## src/rtl/result_trace_fifo.sv

```systemverilog
// Result trace FIFO: captures retired writeback results ({rd, data}) for an
// external trace consumer. The input side never stalls; results that arrive
// while the FIFO is full are dropped and recorded in a sticky overflow flag.
// The head entry is presented first-word-fall-through.
module result_trace_fifo #(
    parameter int unsigned DEPTH = 8,
    parameter int unsigned DW    = 32
) (
    input  logic                     clk,
    input  logic                     Rst,
    input  logic                     in_valid,
    input  logic [DW-1:0]            in_data,
    input  logic [4:0]               in_rd,
    input  logic                     out_ready,
    input  logic                     ovf_clr,
    output logic                     out_valid,
    output logic [DW-1:0]            out_data,
    output logic [4:0]               out_rd,
    output logic [$clog2(DEPTH):0]   count,
    output logic                     overflow,
    output logic [31:0]              commit_cnt
);

    localparam int unsigned AW = $clog2(DEPTH);
    localparam int unsigned EW = DW + 5;

    // Reject depths that are not a power of two in the supported range
    if ((DEPTH < 2) || (DEPTH > 64) || ((DEPTH & (DEPTH - 1)) != 0)) begin : g_bad_depth
        $error("result_trace_fifo: DEPTH must be a power of two from 2 to 64");
    end

    // Pointers carry an extra wrap bit above the index
    logic [AW:0]   head;
    logic [AW:0]   tail;
    logic [EW-1:0] mem [DEPTH];
    logic [EW-1:0] head_entry;

    logic empty_c;
    logic full_c;
    logic pop_c;
    logic push_c;
    logic drop_c;

    // Occupancy status and handshake decode
    always_comb begin
        empty_c = (head == tail);
        full_c  = (head[AW-1:0] == tail[AW-1:0]) && (head[AW] != tail[AW]);
        pop_c   = !empty_c && out_ready;
        // A pop in the same cycle frees a slot, so a full FIFO still accepts
        push_c  = in_valid && (!full_c || pop_c);
        drop_c  = in_valid && full_c && !pop_c;
    end

    // Storage array: written on accepted pushes only, intentionally not reset
    always_ff @(posedge clk) begin
        if (push_c) begin
            mem[tail[AW-1:0]] <= {in_rd, in_data};
        end
    end

    // Head/tail pointer advance
    always_ff @(posedge clk or negedge Rst) begin
        if (!Rst) begin
            head <= '0;
            tail <= '0;
        end else begin
            if (push_c) begin
                tail <= tail + (AW + 1)'(1);
            end
            if (pop_c) begin
                head <= head + (AW + 1)'(1);
            end
        end
    end

    // Sticky overflow: a new drop wins over a simultaneous clear
    always_ff @(posedge clk or negedge Rst) begin
        if (!Rst) begin
            overflow <= 1'b0;
        end else if (drop_c) begin
            overflow <= 1'b1;
        end else if (ovf_clr) begin
            overflow <= 1'b0;
        end
    end

    // Count of accepted results, free-running with natural 32-bit wrap
    always_ff @(posedge clk or negedge Rst) begin
        if (!Rst) begin
            commit_cnt <= '0;
        end else if (push_c) begin
            commit_cnt <= commit_cnt + 32'd1;
        end
    end

    // Head presentation; stale array contents are masked while empty
    always_comb begin
        head_entry = mem[head[AW-1:0]];
        out_valid  = !empty_c;
        out_data   = '0;
        out_rd     = '0;
        if (!empty_c) begin
            out_data = head_entry[DW-1:0];
            out_rd   = head_entry[EW-1:DW];
        end
        count = tail - head;
    end

endmodule

```

## config.mk

```make
export PLATFORM = sky130hd
export DESIGN_NAME = result_trace_fifo
export DESIGN_NICKNAME = d
export VERILOG_FILES = /design/src/rtl/result_trace_fifo.sv
export SDC_FILE = /design/constraint.sdc
export NUM_CORES = 1
export LEC_CHECK = 0
export ABC_AREA = 1
export CORE_ASPECT_RATIO = 0.5
export CORE_MARGIN = 2
export CORE_UTILIZATION = 35
export CTS_CLUSTER_SIZE = 10
export DETAILED_ROUTE_END_ITERATION = 16
export MAX_ROUTING_LAYER = met4
export PLACE_DENSITY = 0.57
export SYNTH_ARGS = -nofsm -noshare
export SYNTH_HDL_FRONTEND = slang
export SYNTH_SLANG_ARGS = --single-unit
```

## constraint.sdc

```tcl
create_clock -name clk -period 5.4 [get_ports clk]
set_clock_uncertainty 0.2 [all_clocks]
set_input_delay 0.54 -clock clk [delete_from_list [all_inputs] [get_ports clk]]
set_output_delay 0.54 -clock clk [all_outputs]
set_load 0.1 [all_outputs]
```

==> reports/qor_table.md <==
| Group | Result | Reported |
|---|---|---|
| timing | Worst slew margin | 11.5% |
| setup path | Worst Setup Start Kind | register |
| floorplan | Height of the die | 146 µm |
| timing | Final clock period utilization by the worst path | 77.6% |
| clock tree | Clock Root Buffer | sky130_fd_sc_hd__clkbuf_16 |
| timing | Total count of hold-check failures in the final report | 0 |
| global route | Gr usage total | 16.1% |
| floorplan | Initial core utilization | 35.8% |
| placed design | Setup Slack @ Placement | 1.53 ns |
| synthesis | Number of unique standard cell types used by synthesis | 33 |
| timing | Setup repair after global routing missed its margin | no |
| global route | Aggregate global routing overflow | 0 |
| floorplan | Die area | 0.0418 mm² |
| synthesis | Post-synth design cell area | 0.0140 mm² |
| timing | Final number of max-transition violations | 0 |
| synthesis | Seq/Total Area, Yosys | 70.6% |
| cells and area | Final core utilization | 42.6% |
| timing | Final critical-path setup slack | 1.21 ns |
| cells and area | N_diodes | 0 |
| setup path | Type of the worst setup path | reg -> out |
| clock tree | Clk pin slew, worst setup/hold paths | 0.05 ns |
| route | Remaining DRCs | 0 |
| route | DRT antenna net count | 0 |
| timing | Worst hold margin | 0.320 ns |
| clock tree | # clock sinks | 337 |
| clock tree | Level count of the clock H-tree | 2 |
| timing | Fin Setup TNS | 0 ns |
| clock tree | Number of setup buffers added after CTS | 0 |
| cells and area | Most frequent standard cell in the layout excluding fill and tap cells | sky130_fd_sc_hd__edfxtp_1 |
| cells and area | Layout filler cell count | 3618 |
| route | Iteration-0 DRC Markers | 577 |
| clock tree | TritonCTS clock tree | yes |
| hold path | Min-Delay Path Class | reg -> reg |
| timing | Period minus WS final | 4.19 ns |
| placed design | IO buf count | 116 |
| setup path | Family with the most delay on the worst path | buffers and inverters |
| timing | Upper clock frequency limit | 239 MHz |
| global route | Antenna violations before repair | 0 |
| setup path | Arrival time of the worst setup path | 3.45 ns |
| synthesis | Syn avg cell area | 11.8 µm² |
| global route | Wire length of the first global-routing pass | 51700 µm |
| placed design | Post-detail-place hpwl | 19100 µm |
| global route | Number of global-route vias before repair | 9151 |
| cells and area | Ratio of cells with drive above 1 in the final layout | 10.6% |
| cells and area | Growth of design area from synthesis to finish | 19.1% |
| global route | Pin count of the biggest net entering global routing | 83 |
| route | Routed length per placed instance | 17.9 µm |
| floorplan | I/O pin total | 117 |
| timing | Final Setup Violations | 0 |
| run | Maxcap violations | 0 |
| clock tree | Clock latency at the later pin of the worst-skew pair | 0.54 ns |
| setup path | Slowest library cell on the worst path | sky130_fd_sc_hd__clkdlybuf4s50_1 |
| floorplan | Die span in x | 287 µm |
| synthesis | Post-Synthesis Net Count | 1241 |
| clock tree | Number of buffers added by the clock tree synthesis step | 40 |
| synthesis | Number of synthesized register bits | 337 |
| setup path | Crit path max fanout | 39 |
| setup path | Buffering stage count on the worst path with inverters included | 3 |
| route | Total via count after detailed routing | 9195 |
| setup path | Capturing element type of the critical path | output port |
| setup path | Cells along the critical path | inv_1, buf_4, ha_1, nand3_1, or2_2, clkdlybuf4s50_1 |
| route | DRT Wirelength | 33000 µm |
| route | Detailed-router iteration count before antenna repair | 5 |
| clock tree | Max Root-Sink Buffers | 3 |
| synthesis | Total of warnings raised by yosys | 0 |
| timing | Slew at the pin closest to its max-slew limit | 1.32 ns |
| floorplan | Core footprint | 0.0392 mm² |
| setup path | Required @ worst endpoint | 4.66 ns |
| status | Outcome | complete, no violations |
| floorplan | Row cnt | 51 |
| placed design | RePlAce Congestion | 0.822 |
| setup path | Worst path max stage delay | 1.22 ns |
| route | Via density per instance | 4.99 |
| cells and area | Layout Nets | 1350 |
| synthesis | Post-synthesis instance total | 1192 |
| cells and area | Commonest cells after routing, fill and taps aside | sky130_fd_sc_hd__edfxtp_1, sky130_fd_sc_hd__nor2_1, sky130_fd_sc_hd__o21ai_0, sky130_fd_sc_hd__nand2_1, sky130_fd_sc_hd__clkdlybuf4s50_1 |
registers in the layout, indices dropped and copies added, names as in the netlist:
name	cells
commit_cnt	32
overflow	1
head	4
tail	4
mem	296
per-layer routing:
layer	part of all wire, %	GRT usage [%]	vias up
li1	-	-	4399
met2	50	26.7	172
met4	1.6	3.75	0
met1	45	20.9	4573
met3	4.0	2.70	51
met5	0	-	-
metrics by stage:
stage / instance area, µm² / instances
after global placement: 15600 / 1787
after global routing: 16700 / 1844
after detailed placement: 15600 / 1787
after CTS: 16700 / 1843
final: 16700 / 1844
after floorplan: 14000 / 1192
synth_stat cells, drive strengths merged:
cell type  instances  area [µm²]
o211ai            37         278
xnor2              9        78.8
nand3             17        95.1
o22ai             37         231
nand4              9        56.3
fa                 1        20.0
or2                1        6.26
buf               36         250
a21oi              2        10.0
edfxtp           296        8890
ha                 6        75.1
inv               32         125
nor2             303        1170
nand2            153         614
nand3b             8        60.1
nor3               6        30.0
dfrtp             41        1030
o21ai            152         761
xor2              17         149
clkbuf            29         113
worst paths after layout:
kind / depth (start not counted) / startpoint / slack (ns) / endpoint
max: 6 / head[1]$_DFFE_PN0P_ / 1.21 / out_valid
min: 1 / commit_cnt[11]$_DFFE_PN0P_ / 0.32 / commit_cnt[11]$_DFFE_PN0P_
max reg2reg: 11 / head[1]$_DFFE_PN0P_ / 1.57 / mem[4][21]$_DFFE_PP_
min reg2reg: 1 / commit_cnt[11]$_DFFE_PN0P_ / 0.32 / commit_cnt[11]$_DFFE_PN0P_
max in group asynchronous: 2 / Rst / 3.84 / head[0]$_DFFE_PN0P_
min in group asynchronous: 2 / Rst / 0.48 / commit_cnt[26]$_DFFE_PN0P_
final cells by class:
type | count | area (µm²) | share of cell area (%)
clock inverters | 5 | 57.6 | 0.344
flip-flops and latches | 337 | 9920 | 59.3
repair buffers | 132 | 1200 | 7.16
well taps | 530 | 663 | 3.97
clock buffers | 50 | 1060 | 6.34
inverters | 32 | 128 | 0.763
multi-input cells | 758 | 3690 | 22.1
logic make-up after synthesis:
group / share of synthesized area, %
AOI/OAI and AO/OA: 9.12
xor gates and xnor gates: 1.62
adders and majority gates: 0.677
buffers and inverters: 3.48
DFF: 70.6
and+or+nand+nor: 14.5
timing repair:
| item | CTS | global route |
|---|---|---|
| resized for setup | 0 | 0 |
| hold buffers | 1 | 0 |
| endpoints found under the hold margin | 41 | 0 |
Power is not shown: default switching activity piles up to over one toggle a cycle in this logic, so the estimate is an artifact.
